<file path="src/rtl/lvds_pkg.sv">
// lvds_pkg: definitions shared by the HSMC LVDS transmit sequencer files.
//   lvds_state_e       - 2-bit session state, also exported on the LED pins
//   LANES              - number of transmit lanes driven in lockstep
//   TRAIN_PAT_DEFAULT  - default training word sent on every lane
//   PRBS7_SEEDS        - per-lane PRBS7 seeds, lane n at [n*7 +: 7]
//   prbs7_next         - one step of the x^7+x^6+1 generator; new bit lands in [0]
package lvds_pkg;

  typedef enum logic [1:0] {
    ST_IDLE  = 2'd0,
    ST_TRAIN = 2'd1,
    ST_RUN   = 2'd2,
    ST_DRAIN = 2'd3
  } lvds_state_e;

  localparam int LANES = 4;

  localparam logic [7:0] TRAIN_PAT_DEFAULT = 8'hF0;

  localparam logic [LANES*7-1:0] PRBS7_SEEDS = {7'h0F, 7'h1F, 7'h3F, 7'h7F};

  // s[6] is the oldest bit; the feedback s[6]^s[5] is both the output bit and
  // the bit shifted in.
  function automatic logic [6:0] prbs7_next(input logic [6:0] s);
    return {s[5:0], s[6] ^ s[5]};
  endfunction

endpackage

</file>
<file path="src/rtl/lvds_bit_tick.sv">
// lvds_bit_tick: lane bit-rate prescaler.
//   clk, rst_n - oscillator clock, asynchronous active-low reset
//   run        - session continues into the next cycle; when low the counter
//                is forced to 0, when high it counts DIV-1 down to 0 and reloads
//   active     - a session is in progress (state is not IDLE)
//   bit_tick   - counter at 0 while active: last cycle of the current bit
module lvds_bit_tick #(
  parameter int DIV = 50
) (
  input  logic clk,
  input  logic rst_n,
  input  logic run,
  input  logic active,
  output logic bit_tick
);

  localparam int PW = (DIV > 2) ? $clog2(DIV) : 1;
  localparam logic [PW-1:0] RELOAD = PW'(DIV - 1);

  logic [PW-1:0] cnt;

  // Leaving IDLE the counter sits at 0, so the zero-reload branch also gives
  // the DIV-1 start value on the session's first edge.
  always_ff @(posedge clk or negedge rst_n) begin
    if (!rst_n) begin
      cnt <= '0;
    end else if (!run) begin
      cnt <= '0;
    end else if (cnt == '0) begin
      cnt <= RELOAD;
    end else begin
      cnt <= cnt - 1'b1;
    end
  end

  assign bit_tick = active && (cnt == '0);

endmodule

</file>
<file path="src/rtl/lvds_tx_sequencer.sv">
// lvds_tx_sequencer: drives the four HSMC LVDS transmit lanes.
// A session opens with TRAIN_WORDS copies of TRAIN_PAT, then serialises
// upstream words MSB-first on all lanes in lockstep, one bit every DIV cycles.
//   OSC_50_B8A  - 50 MHz oscillator, the only clock
//   RESET_n     - asynchronous active-low reset
//   en          - session enable (level, synchronised)
//   word_data   - lane n word at [n*WORD_W +: WORD_W]
//   word_valid  - word_data holds a word
//   word_ready  - a word is taken this cycle if word_valid is also high
//   tx          - lane bits (shifter MSBs)
//   state_o     - 0 IDLE, 1 TRAIN, 2 RUN, 3 DRAIN
//   underrun    - sticky missed-word flag, cleared when a new session starts
// Handshake: word_ready is high for exactly one cycle per word slot (the last
// cycle of a word); the word transfers on that edge when word_valid is high,
// otherwise the fill word goes out and underrun sets. The source holds
// word_valid/word_data stable until it sees word_ready.
// Build option: define LVDS_TX_PRBS_EN to take the fill word from per-lane
// PRBS7 generators; otherwise the fill word is all zeros.
module lvds_tx_sequencer
  import lvds_pkg::*;
#(
  parameter int                DIV         = 50,
  parameter int                WORD_W      = 8,
  parameter int                TRAIN_WORDS = 4,
  parameter logic [WORD_W-1:0] TRAIN_PAT   = WORD_W'(TRAIN_PAT_DEFAULT)
) (
  input  logic                    OSC_50_B8A,
  input  logic                    RESET_n,
  input  logic                    en,
  input  logic [LANES*WORD_W-1:0] word_data,
  input  logic                    word_valid,
  output logic                    word_ready,
  output logic [LANES-1:0]        tx,
  output logic [1:0]              state_o,
  output logic                    underrun
);

  localparam int BW = (WORD_W > 2) ? $clog2(WORD_W) : 1;
  localparam int TW = (TRAIN_WORDS > 2) ? $clog2(TRAIN_WORDS) : 1;
  localparam logic [BW-1:0] BIT_LAST   = BW'(WORD_W - 1);
  localparam logic [TW-1:0] TRAIN_LAST = TW'(TRAIN_WORDS - 1);

  lvds_state_e       state;
  logic [WORD_W-1:0] shreg [LANES];
  logic [WORD_W-1:0] fill  [LANES];
  logic [BW-1:0]     bit_cnt;
  logic [TW-1:0]     train_cnt;
  logic              bit_tick;
  logic              word_end;
  logic              last_train;
  logic              active;
  logic              session_end;
  logic              presc_run;
  logic              miss;

  assign active      = (state != ST_IDLE);
  assign word_end    = bit_tick && (bit_cnt == BIT_LAST);
  assign last_train  = (train_cnt == TRAIN_LAST);
  // Word slots: end of every RUN word, plus the end of the final training
  // word. A low en at the slot closes the session instead of taking a word.
  assign word_ready  = word_end && en &&
                       ((state == ST_RUN) || ((state == ST_TRAIN) && last_train));
  assign miss        = word_ready && !word_valid;
  assign session_end = (state == ST_DRAIN) || ((state == ST_RUN) && word_end && !en);
  assign presc_run   = (state == ST_IDLE) ? en : !session_end;

  lvds_bit_tick #(.DIV(DIV)) u_bit_tick (
    .clk      (OSC_50_B8A),
    .rst_n    (RESET_n),
    .run      (presc_run),
    .active   (active),
    .bit_tick (bit_tick)
  );

  always_comb begin
    for (int n = 0; n < LANES; n++) tx[n] = shreg[n][WORD_W-1];
  end

  assign state_o = state;

  // Later assignments win: shift, then state-driven loads/clears, then the
  // upstream word (or fill) on a word slot.
  always_ff @(posedge OSC_50_B8A or negedge RESET_n) begin
    if (!RESET_n) begin
      state     <= ST_IDLE;
      bit_cnt   <= '0;
      train_cnt <= '0;
      underrun  <= 1'b0;
      for (int n = 0; n < LANES; n++) shreg[n] <= '0;
    end else begin
      if (bit_tick) begin
        bit_cnt <= word_end ? '0 : bit_cnt + 1'b1;
        for (int n = 0; n < LANES; n++) shreg[n] <= shreg[n] << 1;
      end

      case (state)
        ST_IDLE: begin
          if (en) begin
            state     <= ST_TRAIN;
            bit_cnt   <= '0;
            train_cnt <= '0;
            underrun  <= 1'b0;
            for (int n = 0; n < LANES; n++) shreg[n] <= TRAIN_PAT;
          end
        end
        ST_TRAIN: begin
          if (word_end) begin
            if (!last_train) begin
              train_cnt <= train_cnt + 1'b1;
              for (int n = 0; n < LANES; n++) shreg[n] <= TRAIN_PAT;
            end else if (en) begin
              state <= ST_RUN;
            end else begin
              state <= ST_DRAIN;
              for (int n = 0; n < LANES; n++) shreg[n] <= '0;
            end
          end
        end
        ST_RUN: begin
          if (word_end && !en) begin
            state <= ST_IDLE;
            for (int n = 0; n < LANES; n++) shreg[n] <= '0;
          end
        end
        ST_DRAIN: begin
          state <= ST_IDLE;
        end
        default: begin
          state <= ST_IDLE;
        end
      endcase

      if (word_ready) begin
        for (int n = 0; n < LANES; n++)
          shreg[n] <= word_valid ? word_data[n*WORD_W +: WORD_W] : fill[n];
        if (!word_valid) underrun <= 1'b1;
      end
    end
  end

`ifdef LVDS_TX_PRBS_EN
  logic [6:0] prbs     [LANES];
  logic [6:0] prbs_adv [LANES];

  // The first generated bit becomes the fill word's MSB; the generator then
  // rests at the state reached after WORD_W steps.
  always_comb begin
    for (int n = 0; n < LANES; n++) begin
      prbs_adv[n] = prbs[n];
      fill[n]     = '0;
      for (int b = WORD_W - 1; b >= 0; b--) begin
        prbs_adv[n] = prbs7_next(prbs_adv[n]);
        fill[n][b]  = prbs_adv[n][0];
      end
    end
  end

  always_ff @(posedge OSC_50_B8A or negedge RESET_n) begin
    if (!RESET_n) begin
      for (int n = 0; n < LANES; n++) prbs[n] <= PRBS7_SEEDS[n*7 +: 7];
    end else if (miss) begin
      for (int n = 0; n < LANES; n++) prbs[n] <= prbs_adv[n];
    end
  end
`else
  always_comb begin
    for (int n = 0; n < LANES; n++) fill[n] = '0;
  end
`endif

endmodule

</file>
<file path="config.mk">
export PLATFORM = sky130hd
export DESIGN_NAME = lvds_tx_sequencer
export DESIGN_NICKNAME = d
export VERILOG_FILES = /design/src/rtl/lvds_pkg.sv /design/src/rtl/lvds_bit_tick.sv /design/src/rtl/lvds_tx_sequencer.sv
export SDC_FILE = /design/constraint.sdc
export NUM_CORES = 1
export LEC_CHECK = 0
export CORE_ASPECT_RATIO = 1.4
export CORE_MARGIN = 5
export CORE_UTILIZATION = 48
export CTS_CLUSTER_SIZE = 28
export DETAILED_ROUTE_END_ITERATION = 8
export PLACE_DENSITY = 0.76
export SYNTH_ARGS = -nofsm -noshare
export SYNTH_HDL_FRONTEND = slang
export SYNTH_SLANG_ARGS = --single-unit
export TNS_END_PERCENT = 10
</file>
<file path="constraint.sdc">
create_clock -name OSC_50_B8A -period 2 [get_ports OSC_50_B8A]
set_input_delay 0.2 -clock OSC_50_B8A [delete_from_list [all_inputs] [get_ports OSC_50_B8A]]
set_output_delay 0.2 -clock OSC_50_B8A [all_outputs]
set_load 0.005 [all_outputs]
</file>
=== Word-level counts from Yosys, hierarchy flattened ===
Cells that the tools add are included.

* Latch bits: 0
* Bits in read-only memories: 0
* Bits in writable memories: 0
* Input bits: 36
* Output and inout bits: 8
* Logic and storage cells: 73
* Memories: 0
* Flip-flop bits (word level): 46

* Mux-type cells: 33
* Div/mod/pow operators: 0
* $lt $le $gt $ge: 0
* Bitwise operators: 0
* Equality and inequality tests: 10
* Reductions and logical operators: 18
* $mul: 0
* Shift-type cells: 0
* Add/sub/neg operators: 3

{| class="wikitable"
|+ Operator list
! cell !! count
|-
| $mux 32 || 7
|-
| $pmux 32 s3 || 1
|-
| $mux 8 || 4
|-
| $mux 2 || 7
|-
| $mux 3 || 4
|-
| $mux 6 || 2
|-
| $logic_and 1x1->1 || 8
|-
| $ne 2x2->1 const B || 4
|-
| $pmux 2 s4 || 1
|-
| $reduce_and 4->1 || 2
|-
| $eq 2x2->1 const B || 3
|-
| $logic_not 6->1 || 1
|-
| $mux 1 || 6
|-
| $sub 6x1->6 const B || 1
|-
| $pmux 2 s2 || 1
|-
| $reduce_bool 2->1 || 2
|-
| $add 3x1->3 const B || 1
|-
| $eq 3x3->1 const B || 1
|-
| $add 2x1->2 const B || 1
|-
| $eq 2x1->1 const B || 1
|-
| $logic_not 1->1 || 2
|-
| $logic_not 2->1 || 1
|-
| $logic_or 1x1->1 || 2
|-
| $ne 2x1->1 const B || 1
|}

=== Depth between registers and ports, before layout ===
Gate-level depths: netlist of the first run.

* Depth after elaboration: 9
* Gate-level depth with buffers: 8
* Mapped depth without buffers: 6

=== Modules after synthesis ===
A second synthesis of the first run with hierarchy kept.

* Cells, all modules: 252
* Area total of the unflattened synthesis: 2673.8 µm²

{| class="wikitable"
|+ Modules (own cells, without submodules)
! module !! sequential area each (µm²) !! cells an instance !! times used !! area an instance (µm²)
|-
| lvds_tx_sequencer || 1001.0 || 222 || 1 || 2364.8
|-
| lvds_bit_tick || 150.1 || 30 || 1 || 309.0
|}

=== Worst setup path before layout of the first run ===
No wires, ideal clock.

* Kind: reg-to-reg
* Start: reg bit_cnt[0]
* End: reg shreg[20] in the netlist's numbering
* Data required time: 1.876 ns
* Path buffers: 1
* Slack: -0.036 ns
* Library setup time: 0.124 ns
* Period minus slack after synthesis: 2.036 ns
* Stages on the path, launching flop included: 8
* Arrival time: 1.913 ns
* Cell sequence: dfrtp_1 ha_1 ha_1 nand3b_1 a2111oi_1 a211oi_1 buf_6 a21oi_1

* Word-level cells in the longest chain between the ends: 6
* Elaborated cells between the ends (all ways): 9
* Those cells by class: 1 x eq/ne; 4 x mux; 4 x reduce/logical

{| class="wikitable"
|+ RTL lines
! item !! RTL line !! text
|-
| start: declaration || lvds_tx_sequencer.sv:46 || <nowiki>logic [BW-1:0] bit_cnt;</nowiki>
|-
| start signal: assignment || lvds_tx_sequencer.sv:92 || <nowiki>bit_cnt <= word_end ? '0 : bit_cnt + 1'b1;</nowiki>
|-
| $eq 3x3->1 (*) || lvds_tx_sequencer.sv:57 || <nowiki>assign word_end = bit_tick && (bit_cnt == BIT_LAST);</nowiki>
|-
| $logic_and 1x1->1 (*) || lvds_tx_sequencer.sv:57 ||
|-
| $logic_and 1x1->1 || lvds_tx_sequencer.sv:120 || <nowiki>if (word_end && !en) begin</nowiki>
|-
| $mux 32 || lvds_tx_sequencer.sv:120 ||
|-
| $pmux 32 s3 || lvds_tx_sequencer.sv:96 || <nowiki>case (state)</nowiki>
|-
| $mux 32 (*) || lvds_tx_sequencer.sv:133 || <nowiki>if (word_ready) begin</nowiki>
|-
| end signal: indexed assignment || lvds_tx_sequencer.sv:135 || <nowiki>shreg[n] <= word_valid ? word_data[n*WORD_W +: WORD_W] : fill[n];</nowiki>
|-
| end: declaration || lvds_tx_sequencer.sv:44 || <nowiki>logic [WORD_W-1:0] shreg [LANES];</nowiki>
|}

Every way passes the cells marked *; elsewhere a longest branch is shown, timed or not.
A chain may end at the register's enable or synchronous reset.

=== Worst setup path after layout of the first run ===
* Start: reg bit_cnt[0]
* End: reg shreg[2] in the netlist's numbering

The elaborated chain is that of the path after synthesis.

==> results of run 1 <==
-- metal layers --
metal	global-route usage [%]	wire length [um]	share of wire, %	vias to the layer above
met5	0	0	0	-
met4	8.807	153	2.3	0
li1	-	-	-	1086
met2	31.15	3424	52	66
met3	3.296	304	4.6	12
met1	21.85	2706	41	1100
-- cell usage after synthesis, types with 3 or more instances --
cell,number,area (um2)
nand2b_1,3,18.77
a22o_1,5,43.79
inv_1,8,30.03
o2bb2ai_2,10,150.1
buf_6,4,45.04
o21ai_0,21,105.1
buf_4,6,45.04
nand2_1,5,18.77
buf_2,6,30.03
o31a_1,16,140.1
and4_1,15,131.4
a21oi_1,36,180.2
xnor2_1,3,26.28
dfrtp_1,46,1151
clkbuf_1,9,33.78
nor3_1,6,30.03
ha_1,5,62.56
nor2_1,7,26.28
mux2i_1,14,140.1
-- layout by cell type (no fill, tap or decap), types with 6 or more instances in the layout --
| master | n |
|---|---|
| dfrtp_1 | 46 |
| clkdlybuf4s50_1 | 41 |
| buf_4 | 35 |
| o2bb2ai_2 | 12 |
| o21ai_0 | 21 |
| and4_1 | 15 |
| inv_1 | 8 |
| mux2i_1 | 14 |
| nor2_1 | 6 |
| a21oi_1 | 34 |
| o31a_1 | 16 |
-- worst max-delay path by stage --
stage / start / to / slack (ns) / cells after the start
after floorplan: u_bit_tick.cnt[2] / shreg[11] / 0.11 / 6
after global placement: bit_cnt[0] / shreg[12] / -0.22 / 6
after detailed placement: bit_cnt[0] / shreg[5] / -0.31 / 6
after CTS: bit_cnt[1] / shreg[2] / -0.11 / 10
after global routing: u_bit_tick.cnt[1] / shreg[1] / -0.14 / 10
final: bit_cnt[0] / shreg[2] / -0.07 / 10
-- registers in the layout, summed over array words and instances, names as in the netlist --
name / cells
tx: 4
shreg: 28
train_cnt: 2
underrun: 1
bit_cnt: 3
state_o: 2
u_bit_tick.cnt: 6
-- worst reg2reg max path, stage by stage, from the launching register on --
cell,delay [ns]
dfrtp_1,0.40
ha_4,0.16
ha_4,0.12
nand3b_1,0.13
buf_4,0.17
buf_6,0.11
buf_6,0.11
or3_4,0.33
a21oi_4,0.19
buf_6,0.18
o2bb2ai_2,0.06
-- area by class of cell --
class,count,area (um2)
tap,68,85.08
sequential,46,1151
timing repair buffer,86,789.5
inverter,8,30.03
multi-input combinational,174,1428
clock inverter,2,37.54
clock buffer,6,72.57
fill,411,1892
-- stage by stage --
| step | instance area [um2] | setup TNS [ns] |
|---|---|---|
| 4_1_cts | 3541 | -1.569 |
| 2_1_floorplan | 2680 | 0 |
| 3_5_place_dp | 3266 | -5.957 |
| 3_3_place_gp | 3266 | -3.535 |
| 6_report | 3593 | -0.7284 |
| 5_1_grt | 3593 | -1.714 |
-- power groups by stage --
| stage | sequential, uW | clock (uW) | combinational [uW] |
|---|---|---|---|
| 2_1_floorplan | 1350 | 0 | 864 |
| 3_3_place_gp | 1340 | 0 | 1310 |
| 3_5_place_dp | 1350 | 0 | 1340 |
| 4_1_cts | 1340 | 696 | 1380 |
| 5_1_grt | 1380 | 737 | 1560 |
| 6_report | 1350 | 687 | 1420 |
-- cells by family (layout without fill, tap and decap cells) --
kind of cell,Yosys count,in the layout
compound gates,104,104
xor+xnor,4,4
fa+ha+maj,5,5
buf+inv,35,102
flops,46,46
mux,14,14
simple gates,47,47
-- what timing repair did --
action / CTS / global route
hold endpoints to repair: 30 / 0
resized for setup: 21 / 8
setup buffers: 8 / 1
gates cloned: 1 / 0
endpoints found under the setup margin: 33 / 38
pin swaps: 20 / 7
hold buffers: 1 / 0
==> results.py, run 1 <==
metrics = {
    "worst_hold_path": {
        "hp-start": "word_data[9]",
        "min_to": "shreg[17]",
        "hold_depth": 2,
        "hold_class": "in2reg",
    },
    "worst_setup_path": {
        "path_cells": "ha_4 > ha_4 > nand3b_1 > buf_4 > buf_6 > buf_6 > or3_4 > a21oi_4 > buf_6 > o2bb2ai_2",
        "crit_path_max_incr_delay_ns": 0.40,
        "cpMostUsedCell": "buf_6",
        "startpoint_type": "flip-flop",
        "critical_path_required_ns": 2.19,
        "reg2reg_to": "shreg[2]",
        "cp_top_family": "buffers and inverters",
        "worstPathArrival_ns": 2.26,
        "worstPathMaxFanout": 6,
        "end_kind": "flip-flop",
        "crit_type": "reg2reg",
        "r2r_start": "bit_cnt[0]",
        "rrSetupSlack_ns": -0.07,
        "slowest_stage": "dfrtp_1",
        "crit_buf_inv": 4,
        "reg2regPathDepth": 10,
    },
    "synth": {
        "synth-seq-area-share_pct": 43.03,
        "syn-instance-count": 255,
        "syn_area_mm2": 0.002675,
        "avgSynthCellArea_um2": 10.49,
        "synth_cell_types": 41,
        "synthAdderAreaFrac_pct": 2.339,
        "yosysWarningCount": 0,
        "synth-edff-count": 0,
        "synth_xor_area_share_pct": 1.310,
        "synth_mux_area_share_pct": 5.239,
        "synth-seq-cells": 46,
        "yosys.area_share.simple_pct": 11.97,
        "synth_compound_area_share_pct": 28.34,
        "synth_ff_type": "dfrtp_1",
        "async_flop_share_pct": 100.0,
        "syn_nets": 296,
        "synth_top_family_by_area": "compound AO/OA/AOI/OAI gates",
    },
    "timing": {
        "final.setup.worst_slack_ns": -0.07162,
        "hold_ws_ns": 0.4640,
        "period_share_pct": 103.6,
        "final_max_slew_viol_count": 0,
        "max_freq_ghz": 0.4827,
        "finalHoldViolations": 0,
        "skew_ns": 0.01060,
        "worst-slew-pin-transition_ns": 0.7435,
        "slew_headroom_pct": 50.43,
        "setup_viol": 12,
        "period_needed_ns": 2.072,
        "rsz0062_at_grt": "true",
    },
    "final_layout": {
        "layout-drive-gt1-share_pct": 24.84,
        "finalNetCount": 362,
        "final_cell_count_no_fill": 390,
        "n_antenna_cell": 0,
        "fin_util_pct": 65.51,
        "syn2layout_area_growth_pct": 34.33,
    },
    "pwr": {
        "clock_power_share_pct": 19.9,
        "totalPowerFinal_uw": 3459,
        "p_leak_uw": 0.001465,
        "pwr-share-comb_pct": 41.2,
        "p_sw_share_pct": 32.12,
        "power_switching_uw": 1111,
        "max-vdd-ir-drop_mv": 0.6209,
        "p_int_uw": 2348,
        "pwr-share-seq_pct": 39.0,
        "powerDensity_mw_per_mm2": 962.6,
    },
    "clock_tree": {
        "cts_sinks": 46,
        "cts_tree": "yes",
        "htree_levels": 2,
        "clock_path_buffers": 2,
        "insertion_delay_ns": 0.30,
        "root_buffer": "clkbuf_8",
        "path_clk_slew_ns": 0.08,
        "cts_made_buffers": 5,
    },
    "routing": {
        "drt_iter0_markers": 185,
        "avgViaCountPerCell": 5.805,
        "drc_errors": 0,
        "wire_per_inst_um": 16.89,
        "drtAntennaViolNets": 0,
        "wl_um": 6587,
        "dr_total_vias": 2264,
        "dr.pass1.iters": 4,
    },
    "placement": {
        "port-buffer-count": 43,
        "hpwl_um": 4117,
        "place_congestion": 0.9493,
        "place_inst": 371,
        "post-place-ws_ns": -0.3115,
    },
    "flow_run": {
        "drv_cap": 0,
    },
    "global_routing": {
        "grt_pass1_wl_um": 10470,
        "grt-ovfl-total": 0,
        "antenna_found_initial": 0,
        "grt_max_degree": 33,
        "grt_pass1_vias": 2251,
        "track_usage_pct": 18.37,
    },
    "run_status": {
        "status": "complete, but fails checks",
        "violations": "setup timing",
    },
    "floorplan": {
        "rows": 32,
        "die_h_um": 98.33,
        "ios": 44,
        "initial_core_util_pct": 48.77,
        "design.core.area_mm2": 0.005485,
        "die_width_um": 73.10,
        "die_area_mm2": 0.007187,
    },
}
Power figures use the tool's default switching activity.
==> run 2: changes to the inputs <==
--- a/config.mk
+++ b/config.mk
@@ -11,6 +11,8 @@
 export CTS_CLUSTER_SIZE = 28
 export DETAILED_ROUTE_END_ITERATION = 8
 export PLACE_DENSITY = 0.76
+export RECOVER_POWER = 100
+export SKIP_LAST_GASP = 1
 export SYNTH_ARGS = -nofsm -noshare
 export SYNTH_HDL_FRONTEND = slang
 export SYNTH_SLANG_ARGS = --single-unit
==> run 2 against run 1 <==
Compared with the run above:
- the run still ends with setup timing left
- total power shrank 1.3%
- non-clock buffer count stayed put
- critical path depth unchanged
- sequential share of layout area rose by 0.36 points
- final area decreased by 1.1%
- wire length down 3.6%
- register-to-register slack about the same
- clock skew barely moved
- clock-buffer cell count is the same
- critical endpoint unchanged
==> results.py, run 2 (same netlist as run 1, synthesis figures left out) <==
metrics = {
    "run_status": {
        "status": "complete, but fails checks",
        "violations": "setup timing",
    },
    "clock_tree": {
        "insertion_delay_ns": 0.30,
        "clock_path_buffers": 2,
        "cts_tree": "yes",
        "root_buffer": "clkbuf_8",
        "htree_levels": 2,
        "path_clk_slew_ns": 0.08,
        "cts_sinks": 46,
        "cts_made_buffers": 5,
    },
    "final_layout": {
        "layout-drive-gt1-share_pct": 22.98,
        "final_cell_mix": "dfrtp_1 (46), clkdlybuf4s50_1 (36), a21oi_1 (35)",
        "finalNetCount": 362,
        "top_register": "shreg",
        "n_antenna_cell": 0,
        "final_common_cell": "dfrtp_1",
        "largest_reg_flops": 28,
        "syn2layout_area_growth_pct": 32.83,
    },
    "floorplan": {
        "die_area_mm2": 0.007187,
        "design.core.area_mm2": 0.005485,
        "initial_core_util_pct": 48.77,
        "ios": 44,
        "rows": 32,
        "die_h_um": 98.33,
        "die_width_um": 73.10,
    },
    "worst_setup_path": {
        "reg2regPathDepth": 10,
        "worstPathMaxFanout": 6,
        "crit_cells": 10,
        "worstPathArrival_ns": 2.25,
        "crit_type": "reg2reg",
        "critical_path_required_ns": 2.18,
        "rrSetupSlack_ns": -0.07,
        "cp_top_family": "buffers and inverters",
        "r2r_start": "bit_cnt[0]",
        "crit_path_max_incr_delay_ns": 0.40,
        "path_cells": "ha_4 > ha_4 > nand3b_1 > buf_4 > buf_6 > buf_6 > or3_4 > a21oi_4 > buf_6 > o2bb2ai_2",
        "cpMostUsedCell": "buf_6",
        "end_kind": "flip-flop",
        "crit_buf_inv": 4,
        "startpoint_type": "flip-flop",
        "reg2reg_to": "shreg[2]",
        "slowest_stage": "dfrtp_1",
    },
    "routing": {
        "wl_um": 6348,
        "avgViaCountPerCell": 5.759,
        "drc_errors": 0,
        "dr.pass1.iters": 4,
        "dr_total_vias": 2246,
        "wire_per_inst_um": 16.28,
        "drt_iter0_markers": 196,
        "drtAntennaViolNets": 0,
    },
    "global_routing": {
        "grt_pass1_vias": 2247,
        "grt_pass1_wl_um": 10450,
        "antenna_found_initial": 0,
        "grt_max_degree": 33,
        "track_usage_pct": 18.35,
        "grt-ovfl-total": 0,
    },
    "worst_hold_path": {
        "hp-start": "word_data[9]",
        "min_to": "shreg[17]",
        "hold_depth": 2,
        "hold_class": "in2reg",
    },
    "pwr": {
        "max-vdd-ir-drop_mv": 0.6121,
        "p_leak_uw": 0.001451,
        "powerDensity_mw_per_mm2": 960.4,
    },
    "placement": {
        "hpwl_um": 4117,
        "post-place-ws_ns": -0.3115,
        "place_congestion": 0.9493,
        "port-buffer-count": 43,
    },
    "flow_run": {
        "drv_cap": 0,
    },
    "timing": {
        "final_max_slew_viol_count": 0,
        "worst-slew-pin-transition_ns": 0.8029,
        "setup_viol": 12,
        "max_freq_ghz": 0.4832,
        "skew_ns": 0.01092,
        "final.setup.worst_slack_ns": -0.06960,
        "slew_headroom_pct": 46.47,
        "finalHoldViolations": 0,
        "period_needed_ns": 2.070,
        "tns_ns": -0.7513,
        "rsz0062_at_grt": "true",
        "period_share_pct": 103.5,
    },
}
==> run 2: area by class of cell <==
cell class              count  area [um2]
clock buffers               6       72.57
clock inverters             2       37.54
fillers                   418        1932
inverters                   8       30.03
multi-input cells         174        1401
flip-flops and latches     46        1151
well taps                  68       85.08
repair buffers             86       775.7
==> run 2: how the worst max path moves through the flow <==
| stage | start | endpoint | slack, ns |
|---|---|---|---|
| after floorplan | u_bit_tick.cnt[2] | shreg[11] | 0.11 |
| after global placement | bit_cnt[0] | shreg[12] | -0.22 |
| after detailed placement | bit_cnt[0] | shreg[5] | -0.31 |
| after CTS | bit_cnt[1] | shreg[2] | -0.11 |
| after global routing | u_bit_tick.cnt[1] | shreg[1] | -0.14 |
| final | bit_cnt[0] | shreg[2] | -0.07 |
==> run 2: worst register-to-register path, stage by stage (launching register included) <==
cell,delay [ns]
dfrtp_1,0.40
ha_4,0.16
ha_4,0.12
nand3b_1,0.13
buf_4,0.17
buf_6,0.11
buf_6,0.11
or3_4,0.34
a21oi_4,0.19
buf_6,0.18
o2bb2ai_2,0.06
==> run 2: metrics by stage <==
| stage | hold slack, ns | total power, uW | instances | utilization, % | area, um2 |
|---|---|---|---|---|---|
| finish | 0.4682 | 3413 | 390 | 64.78 | 3553 |
| global route | 0.4552 | 3645 | 390 | 64.78 | 3553 |
| CTS | 0.4636 | 3408 | 389 | 64.46 | 3536 |
| detailed placement | 0.3030 | 2693 | 371 | 59.53 | 3266 |
| global placement | 0.2885 | 2647 | 371 | 59.53 | 3266 |
| floorplan | -0.09559 | 2218 | 255 | - | 2680 |
==> run 2: power by group <==
group / internal (uW) / total (uW) / switching, uW / leakage (uW)
Sequential: 1210 / 1340 / 139 / 0.000579
Combinational: 744 / 1380 / 640 / 0.000820
Clock: 373 / 685 / 312 / 0.0000514
==> run 2: timing repair <==
item	in CTS	in global routing
gates resized for setup	20	4
setup endpoints to repair	33	38
pin swaps	14	6
gates cloned	1	0
buffers inserted	8	1
hold endpoints to repair	30	0
hold buffers	1	0
==> run 2: layer usage <==
| layer | GRT usage (%) | vias up | wire (um) | share of wire (%) |
|---|---|---|---|---|
| met5 | 0 | - | 0 | 0 |
| met4 | 8.807 | 0 | 197 | 3.1 |
| met3 | 3.296 | 15 | 278 | 4.4 |
| met2 | 31.15 | 64 | 3353 | 53 |
| met1 | 21.78 | 1081 | 2518 | 40 |
| li1 | - | 1086 | - | - |
